## config.mk

```make
export PLATFORM = sky130hd
export DESIGN_NAME = ps2_key_encoder
export DESIGN_NICKNAME = d
export VERILOG_FILES = /design/src/rtl/ps2_key_encoder_pkg.sv /design/src/rtl/ps2_key_encoder_frame_rx.sv /design/src/rtl/ps2_key_encoder.sv
export SDC_FILE = /design/constraint.sdc
export NUM_CORES = 1
export LEC_CHECK = 0
export CORE_MARGIN = 2
export CORE_UTILIZATION = 60
export DETAILED_ROUTE_END_ITERATION = 12
export DONT_BUFFER_PORTS = 1
export PLACE_DENSITY = 0.76
export SLEW_MARGIN = 10
export SYNTH_ARGS = -nofsm -noshare
export SYNTH_HDL_FRONTEND = slang
export SYNTH_SLANG_ARGS = --single-unit
```

## constraint.sdc

```tcl
create_clock -name Clk -period 3.3 [get_ports Clk]
set_clock_uncertainty 0.2 [all_clocks]
set_input_delay 0.66 -clock Clk [delete_from_list [all_inputs] [get_ports Clk]]
set_output_delay 0.66 -clock Clk [all_outputs]
set_load 0.01 [all_outputs]
```

## src/rtl/ps2_key_encoder_pkg.sv

```systemverilog
// Shared constants for the PS/2 key encoder: game key codes, scan-code set 2 bytes,
// frame/decoder state encodings and the scan-code to game-code map.
package ps2_key_encoder_pkg;

  // Game key codes driven onto Game.key
  localparam logic [7:0] KEY_NONE  = 8'h00;
  localparam logic [7:0] KEY_LEFT  = 8'h80;
  localparam logic [7:0] KEY_RIGHT = 8'h79;
  localparam logic [7:0] KEY_DOWN  = 8'h81;
  localparam logic [7:0] KEY_ROT_R = 8'h82;
  localparam logic [7:0] KEY_ROT_L = 8'h29;
  localparam logic [7:0] KEY_START = 8'h40;

  // Set-2 prefixes and scan codes
  localparam logic [7:0] PS2_EXT   = 8'hE0;
  localparam logic [7:0] PS2_BRK   = 8'hF0;
  localparam logic [7:0] SC_LEFT   = 8'h6B;
  localparam logic [7:0] SC_RIGHT  = 8'h74;
  localparam logic [7:0] SC_DOWN   = 8'h72;
  localparam logic [7:0] SC_UP     = 8'h75;
  localparam logic [7:0] SC_Z      = 8'h1A;
  localparam logic [7:0] SC_ENTER  = 8'h5A;

  // Keyboard status/response bytes that never form part of a key sequence
  localparam logic [7:0] SC_BAT_OK = 8'hAA;
  localparam logic [7:0] SC_ACK    = 8'hFA;
  localparam logic [7:0] SC_RESEND = 8'hFE;
  localparam logic [7:0] SC_ECHO   = 8'hEE;
  localparam logic [7:0] SC_ERR0   = 8'h00;
  localparam logic [7:0] SC_ERR1   = 8'hFF;

  typedef logic [1:0] frame_state_t;
  typedef logic [1:0] dec_state_t;

  localparam frame_state_t F_IDLE   = 2'd0;
  localparam frame_state_t F_DATA   = 2'd1;
  localparam frame_state_t F_PARITY = 2'd2;
  localparam frame_state_t F_STOP   = 2'd3;

  localparam dec_state_t DEC_IDLE    = 2'd0;
  localparam dec_state_t DEC_EXT     = 2'd1;
  localparam dec_state_t DEC_BRK     = 2'd2;
  localparam dec_state_t DEC_EXT_BRK = 2'd3;

  function automatic logic [7:0] map_key(input logic ext, input logic [7:0] code);
    logic [7:0] m;
    m = KEY_NONE;
    case ({ext, code})
      {1'b1, SC_LEFT}:  m = KEY_LEFT;
      {1'b1, SC_RIGHT}: m = KEY_RIGHT;
      {1'b1, SC_DOWN}:  m = KEY_DOWN;
      {1'b1, SC_UP}:    m = KEY_ROT_R;
      {1'b0, SC_Z}:     m = KEY_ROT_L;
      {1'b0, SC_ENTER}: m = KEY_START;
      default:          m = KEY_NONE;
    endcase
    return m;
  endfunction

  function automatic logic is_ctrl_byte(input logic [7:0] code);
    return (code == SC_BAT_OK) || (code == SC_ACK) || (code == SC_RESEND) ||
           (code == SC_ECHO) || (code == SC_ERR0) || (code == SC_ERR1);
  endfunction

endpackage

```

## src/rtl/ps2_key_encoder_frame_rx.sv

```systemverilog
// PS/2 frame receiver: pin synchronizer, falling-edge detect, 11-bit frame FSM and
// inactivity timeout. Odd-parity checking is compiled in with PS2_PARITY_CHECK_EN.
module ps2_key_encoder_frame_rx
  import ps2_key_encoder_pkg::*;
#(
  parameter int unsigned SYNC_STAGES = 2,
  parameter int unsigned TIMEOUT_CYC = 100000
) (
  input  logic       Clk,
  input  logic       Reset,
  input  logic       i_ps2_clk,
  input  logic       i_ps2_data,
  output logic [7:0] o_byte,
  output logic       o_byte_valid,
  output logic       o_frame_err
);

  localparam int unsigned CntW = $clog2(TIMEOUT_CYC + 1);
  localparam logic [CntW-1:0] TmoMax = CntW'(TIMEOUT_CYC - 1);

  logic [SYNC_STAGES-1:0] r_clk_sync;
  logic [SYNC_STAGES-1:0] r_data_sync;
  logic                   r_clk_prev;
  frame_state_t           r_state;
  logic [7:0]             r_shift;
  logic [2:0]             r_bit_cnt;
  logic                   r_parity;
  logic [CntW-1:0]        r_tmo_cnt;

  logic                   w_clk_s;
  logic                   w_data_s;
  logic                   w_fall;
  logic                   w_par_err;
  frame_state_t           w_state_nxt;
  logic [7:0]             w_shift_nxt;
  logic [2:0]             w_bit_cnt_nxt;
  logic                   w_parity_nxt;
  logic [CntW-1:0]        w_tmo_cnt_nxt;

  assign w_clk_s  = r_clk_sync[SYNC_STAGES-1];
  assign w_data_s = r_data_sync[SYNC_STAGES-1];
  assign w_fall   = r_clk_prev & ~w_clk_s;

`ifdef PS2_PARITY_CHECK_EN
  // Keyboard sends odd parity over data+parity; an even count means corruption
  assign w_par_err = ~(^{r_shift, r_parity});
`else
  assign w_par_err = r_parity & 1'b0;
`endif

  // Idle-high pins, so the synchronizer resets to 1 to avoid a false edge
  always_ff @(posedge Clk or posedge Reset) begin
    if (Reset) begin
      r_clk_sync  <= '1;
      r_data_sync <= '1;
      r_clk_prev  <= 1'b1;
    end else begin
      r_clk_sync  <= {r_clk_sync[SYNC_STAGES-2:0], i_ps2_clk};
      r_data_sync <= {r_data_sync[SYNC_STAGES-2:0], i_ps2_data};
      r_clk_prev  <= w_clk_s;
    end
  end

  always_comb begin
    w_state_nxt   = r_state;
    w_shift_nxt   = r_shift;
    w_bit_cnt_nxt = r_bit_cnt;
    w_parity_nxt  = r_parity;
    w_tmo_cnt_nxt = r_tmo_cnt;
    o_byte_valid  = 1'b0;
    o_frame_err   = 1'b0;
    if (w_fall) begin
      w_tmo_cnt_nxt = '0;
      unique case (r_state)
        F_IDLE: begin
          if (!w_data_s) begin
            w_state_nxt   = F_DATA;
            w_bit_cnt_nxt = 3'd0;
          end
        end
        F_DATA: begin
          w_shift_nxt   = {w_data_s, r_shift[7:1]};
          w_bit_cnt_nxt = r_bit_cnt + 3'd1;
          if (r_bit_cnt == 3'd7) w_state_nxt = F_PARITY;
        end
        F_PARITY: begin
          w_parity_nxt = w_data_s;
          w_state_nxt  = F_STOP;
        end
        F_STOP: begin
          if (w_data_s && !w_par_err) o_byte_valid = 1'b1;
          else                        o_frame_err  = 1'b1;
          w_state_nxt = F_IDLE;
        end
        default: w_state_nxt = F_IDLE;
      endcase
    end else if (r_state != F_IDLE) begin
      if (r_tmo_cnt == TmoMax) begin
        w_state_nxt   = F_IDLE;
        w_tmo_cnt_nxt = '0;
        o_frame_err   = 1'b1;
      end else begin
        w_tmo_cnt_nxt = r_tmo_cnt + CntW'(1);
      end
    end
  end

  always_ff @(posedge Clk or posedge Reset) begin
    if (Reset) begin
      r_state   <= F_IDLE;
      r_shift   <= 8'h00;
      r_bit_cnt <= 3'd0;
      r_parity  <= 1'b0;
      r_tmo_cnt <= '0;
    end else begin
      r_state   <= w_state_nxt;
      r_shift   <= w_shift_nxt;
      r_bit_cnt <= w_bit_cnt_nxt;
      r_parity  <= w_parity_nxt;
      r_tmo_cnt <= w_tmo_cnt_nxt;
    end
  end

  assign o_byte = r_shift;

endmodule

```

## src/rtl/ps2_key_encoder.sv

```systemverilog
// PS/2 keyboard to game key encoder: decodes E0/F0 prefixed set-2 sequences into a held
// game key code. Optional odd-parity check enabled by defining PS2_PARITY_CHECK_EN.
module ps2_key_encoder
  import ps2_key_encoder_pkg::*;
#(
  parameter int unsigned SYNC_STAGES = 2,
  parameter int unsigned TIMEOUT_CYC = 100000
) (
  input  logic       Clk,
  input  logic       Reset,
  input  logic       ps2_clk,
  input  logic       ps2_data,
  output logic [7:0] key,
  output logic       key_event,
  output logic       frame_err
);

  logic [7:0] w_byte;
  logic       w_byte_valid;
  logic       w_frame_err;

  dec_state_t r_dec;
  logic [7:0] r_key;
  logic       r_key_event;
  logic       r_frame_err;

  dec_state_t w_dec_nxt;
  logic [7:0] w_key_nxt;
  logic       w_event;
  logic       w_ext;
  logic [7:0] w_mapped;

  ps2_key_encoder_frame_rx #(
    .SYNC_STAGES(SYNC_STAGES),
    .TIMEOUT_CYC(TIMEOUT_CYC)
  ) u_frame_rx (
    .Clk         (Clk),
    .Reset       (Reset),
    .i_ps2_clk   (ps2_clk),
    .i_ps2_data  (ps2_data),
    .o_byte      (w_byte),
    .o_byte_valid(w_byte_valid),
    .o_frame_err (w_frame_err)
  );

  assign w_ext    = (r_dec == DEC_EXT) || (r_dec == DEC_EXT_BRK);
  assign w_mapped = map_key(w_ext, w_byte);

  always_comb begin
    w_dec_nxt = r_dec;
    w_key_nxt = r_key;
    w_event   = 1'b0;
    if (w_byte_valid) begin
      if (is_ctrl_byte(w_byte)) begin
        w_dec_nxt = DEC_IDLE;
      end else begin
        unique case (r_dec)
          DEC_IDLE, DEC_EXT: begin
            if (w_byte == PS2_BRK) begin
              w_dec_nxt = (r_dec == DEC_EXT) ? DEC_EXT_BRK : DEC_BRK;
            end else if (w_byte == PS2_EXT && r_dec == DEC_IDLE) begin
              w_dec_nxt = DEC_EXT;
            end else begin
              // Make: typematic repeats of the held key leave key_event quiet
              w_dec_nxt = DEC_IDLE;
              if (w_mapped != KEY_NONE && w_mapped != r_key) begin
                w_key_nxt = w_mapped;
                w_event   = 1'b1;
              end
            end
          end
          DEC_BRK, DEC_EXT_BRK: begin
            w_dec_nxt = DEC_IDLE;
            if (w_mapped != KEY_NONE && w_mapped == r_key) begin
              w_key_nxt = KEY_NONE;
              w_event   = 1'b1;
            end
          end
          default: w_dec_nxt = DEC_IDLE;
        endcase
      end
    end
  end

  always_ff @(posedge Clk or posedge Reset) begin
    if (Reset) begin
      r_dec       <= DEC_IDLE;
      r_key       <= KEY_NONE;
      r_key_event <= 1'b0;
      r_frame_err <= 1'b0;
    end else begin
      r_dec       <= w_dec_nxt;
      r_key       <= w_key_nxt;
      r_key_event <= w_event;
      r_frame_err <= w_frame_err;
    end
  end

  assign key       = r_key;
  assign key_event = r_key_event;
  assign frame_err = r_frame_err;

endmodule

```

* Word level (Yosys, flattened, before mapping) *
Index checks and enable logic that the tools add are counted.

storage, ports and cells
  input port bits = 4
  bits in latches = 0
  output and inout port bits = 10
  memory bits (read-only) = 0
  register bits = 47
  memories kept = 0
  memory bits (writable) = 0
  logic and storage cells = 106

operators by class
  equal/unequal tests = 30
  multiply operators = 0
  magnitude comparators = 0
  muxes and demuxes = 37
  add/sub/neg operators = 2
  shift operators = 0
  reductions and logical operators = 23
  bitwise gates (word level) = 3
  div/mod/pow operators = 0

operators with widths
  cell                                                 count
  equality test 8 bit, second input constant           7
  two-way mux 17 bit                                   3
  one-hot mux 8 bit (6 select lines)                   1
  equality test 9 bit, second input constant           4
  two-way mux 8 bit                                    4
  adder 17 x 1 -> 17 bit, second input constant        1
  equality test 17 bit, second input constant          1
  two-way mux 1 bit                                    16
  one-hot mux 8 bit (2 select lines)                   1
  two-way mux 2 bit                                    7
  != test 2 bit, second input constant                 5
  equality test 9 x 5 -> 1 bit, second input constant  1
  equality test 9 x 7 -> 1 bit, second input constant  1
  equality test 2 bit, second input constant           4
  equality test 8 bit                                  1
  zero test 8 bit                                      1
  != test 8 bit                                        1
  one-hot mux 2 bit (4 select lines)                   1
  nonzero test 2 bit                                   4
  nonzero test 8 bit                                   1
  logical OR 1 bit                                     6
  != test 3 bit, second input constant                 2
  one-hot mux 3 bit (2 select lines)                   1
  AND reduction 6 bit                                  1
  other kinds (14)                                     20

* Depth between registers and ports, before layout *
  word-level depth = 12
  mapped depth = 10
  gate-level depth less buffers = 8

* Cells and area by module *
A second synthesis with hierarchy kept.

second synthesis, totals
  cells, all modules = 276
  area total of the unflattened synthesis = 2758.9 um2

by module, submodules not included
  module                    area an instance (um2)  seq. area each (um2)  cells an instance  times used
  ps2_key_encoder_frame_rx  1801.7                  882.1                 171                1
  ps2_key_encoder           957.2                   250.2                 105                1

* Worst setup path after synthesis *
No wires, ideal clock.

  path type = reg-to-reg
  start = register u_frame_rx.r_shift[1], in the netlist u_frame_rx.o_byte[1]
  end = register r_key[6], in the netlist key[6]
  clock period less this slack = 2.933 ns
  stages on the path, launching flop included = 11
  data required time = 2.976 ns
  slack = 0.367 ns
  arrival = 2.609 ns
  path buffers = 3
  setup time = 0.124 ns
  cell sequence = dfrtp_1 buf_2 nand4bb_4 or3_1 buf_2 or3_4 a2111oi_4 and2_1 buf_6 o21ai_2 a211o_1

on the way
  longest elaborated chain between the ends = 8
  elaborated cells between the ends (all ways) = 36
  those cells by class = 19 x eq/ne; 5 x mux; 1 x bitwise; 11 x reduce/logical

ends and longest elaborated chain
  what                                                                                  line                             source
  start: declaration                                                                    ps2_key_encoder_frame_rx.sv:25   logic [7:0] r_shift;
  start signal: assignment                                                              ps2_key_encoder_frame_rx.sv:117  r_shift <= w_shift_nxt;
  parallel branches: the longest is 8 deep, another holds equality test 9 x 7 -> 1 bit  -
  end signal: assignment                                                                ps2_key_encoder.sv:93            r_key <= w_key_nxt;
  end: declaration                                                                      ps2_key_encoder.sv:23            logic [7:0] r_key;

Several ways; the timed one is not identified. The select of a mux whose other input is x is not followed.
A chain may end at the register's enable or synchronous reset.

* Worst setup path after layout *
  start = register u_frame_rx.r_shift[6], in the netlist u_frame_rx.o_byte[6]
  end = register r_key[6], in the netlist key[6]

Same word-level chain as after synthesis.

==> flow_summary.toml <==
[worst_setup_path]
critical_path_arrival_ns = 3.04
crit_buf_inv = 0
max_stage_delay_ns = 0.53
start_kind = "flop"
cp-end-kind = "flop"
rr_worst_depth = 7
r2r_start = "u_frame_rx.o_byte[6]"
rr_endpoint = "key[6]"
critPathMaxFanout = 11
crit_start = "u_frame_rx.o_byte[6]"
crit_type = "flop to flop"
cp_top_family = "simple AND/OR/NAND/NOR gates"
crit_chain = "nand4b_2 > or3_1 > or3_4 > a2111oi_4 > and2_1 > o21ai_2 > a211o_1"
cp.required_ns = 3.29
crit_path_top_delay_cell = "dfrtp_1"
reg2reg_slack_ns = 0.25

[synth]
synth-seq-cells = 45
synth_flop_cell = "dfrtp_1"
synth_area_um2 = 2520
synth_area_leaders = "dfrtp_1 (40%), dfstp_2 (5.2%), nand2_1 (3.7%)"
synth.largest_area_cell = "dfrtp_1"
synth-seq-area-share_pct = 45.0
avgSynthCellArea_um2 = 9.69
async_flop_share_pct = 100
syn_inst = 260
yosys_warnings = 0
synth_edf_count = 0
ys_types = 53
synth_top_area_share_pct = 39.7
synth_nets = 271

[global_route]
grt_pass1_vias = 1729
grt_usage_pct = 21.7
grt_pass1_wl_mm = 7.59
grt_max_degree = 46
grt-ovfl-total = 0
antenna_found_initial = 0

[cts]
cts_tree = "done"
cts-buffers-inserted = 5
cts.path.max_buffers = 2
clk_pin_slew_ns = 0.08
cts_resized = 0
htreeDepth = 2
insertion_delay_ns = 0.29
numClockSinks = 45
cts_hold_buf = 0
cts-root-buf = "clkbuf_8"
cts_setup_buffers = 0

[placement]
gp_congestion = 0.808
io_buffers = 0
hpwl_mm = 3.11
dpl_cell_area_um2 = 2550
place_ws_ns = 0.296

[routing]
postRouteWirelength_mm = 4.47
drcViolationCount = 0
detail-route-antenna-nets = 0
dr.first_iter.drc_count = 150
vias = 1846
viasPerCell = 5.97
firstDrtPassIters = 4
avgRoutedWirePerCell_um = 14.5

[die]
fp-row-count = 23
start_util_pct = 62.5
core_area_um2 = 4030
die_x_um = 68.8
die_h_um = 68.8
io_pins = 14
dieArea_um2 = 4730

[timing]
whs_ns = 0.158
worst_pin_slew_ns = 0.879
setup_viol = 0
fmax_ghz = 0.328
finalHoldViolations = 0
fin_crit_ns = 3.05
min_period_over_period_pct = 92.5
drv_slew = 0
tns_ns = 0
relSlewSlack_pct = 41.3
rsz0062_at_grt = "no"
timing.final.ws_setup_ns = 0.248

[final_layout]
final_nets = 269
area_growth_pct = 5.71
n_antenna_cell = 0
layout-drive-gt1-share_pct = 12.4
stdcell_area_um2 = 2660

[power]
p_per_area_nw_per_um2 = 521
p_leak_nw = 1.16
ir_drop_uv = 314
fin_total_pwr_mw = 1.39

[hold_path]
worstHoldPathType = "flop to flop"
hp-start = "u_frame_rx.r_data_sync[0]"
holdPathEnd = "u_frame_rx.r_data_sync[1]"
min_path_cells = 0

[flow_run]
cap_violations = 0

[run_status]
outcome = "finished, final reports clean"
registers in the layout, summed over array words and instances (netlist names):
register                count
u_frame_rx.r_tmo_cnt       17
u_frame_rx.r_state          2
key                         6
frame_err                   1
r_dec                       2
u_frame_rx.r_clk_prev       1
u_frame_rx.r_bit_cnt        3
u_frame_rx.o_byte           8
u_frame_rx.r_clk_sync       2
u_frame_rx.r_data_sync      2
key_event                   1
through the flow:
stage	util (%)	std cells
after detailed placement	63.2	301
after global placement	63.2	301
final	66.1	309
after global routing	66.1	309
after floorplan	-	260
after CTS	66.1	309
Yosys cell counts, types with 2 or more instances:
cell type,instances
a211oi_1,4
a21oi_1,10
a31o_2,2
a31oi_1,2
a32o_1,2
and2_1,3
and3_1,2
and4b_1,3
buf_2,4
buf_4,2
clkbuf_1,7
dfrtp_1,40
dfstp_2,5
ha_1,7
inv_1,12
mux2_2,6
mux2i_1,3
nand2_1,25
nand2b_1,4
nand3_1,11
nand3b_1,2
nand4_1,8
nor2_1,25
nor2b_1,4
nor3_1,2
nor3b_1,2
nor4_1,3
o211ai_1,2
o21ai_0,16
o21bai_1,2
o2bb2ai_1,2
or3_1,3
xnor2_1,8
xor2_1,8
metal layers:
layer / GRT usage, % / up-vias / wire length [um]
met2: 36.3 / 31 / 2160
met5: 0 / - / 0
met3: 5.52 / 5 / 140
met1: 27.5 / 895 / 2100
li1: - / 915 / -
met4: 7.11 / 0 / 67
cell type report:
type,count,area (um2)
clock buffers,7,86.3
clock inverters,1,30.0
fillers,336,1370
inverters,12,45.0
multi-input cells,189,1270
flip-flops and latches,45,1130
well taps,50,62.6
repair buffers,5,37.5
power by group:
part	switching [mW]	internal, mW	total (mW)
sequential	0.0898	0.615	0.705
clock	0.175	0.247	0.422
combinational	0.156	0.103	0.259
placed cells by master, fill, tap and decap left out, types with 3 or more instances in the layout:
cell type  count
a211oi_1       4
a21oi_1       10
and2_1         3
and4b_1        3
buf_4          5
clkbuf_8       6
dfrtp_1       40
dfstp_2        5
ha_1           7
inv_1         11
mux2_2         6
mux2i_1        3
nand2_1       25
nand2b_1       4
nand3_1       11
nand4_1        8
nor2_1        25
nor2b_1        4
nor4_1         3
o21ai_0       16
or3_1          3
xnor2_1        8
xor2_1         8
logic make-up (layout without fill, tap and decap cells):
| logic type | after synthesis | after routing | share of synthesized area [%] |
|---|---|---|---|
| other cells | 1 | 1 | 0.149 |
| simple gates | 104 | 104 | 22.7 |
| mux | 9 | 9 | 3.87 |
| fa+ha+maj | 7 | 7 | 3.48 |
| flops | 45 | 45 | 45.0 |
| xor+xnor | 16 | 16 | 5.56 |
| buf+inv | 26 | 25 | 4.67 |
| compound gates | 52 | 52 | 14.7 |
how the worst max path moves through the flow:
stage / cells after the start / endpoint
floorplan: 10 / key[6]
global placement: 7 / key[6]
detailed placement: 7 / key[6]
CTS: 7 / key[6]
global route: 7 / key[6]
finish: 7 / key[6]
No activity file was read; power rests on OpenSTA's default activity.
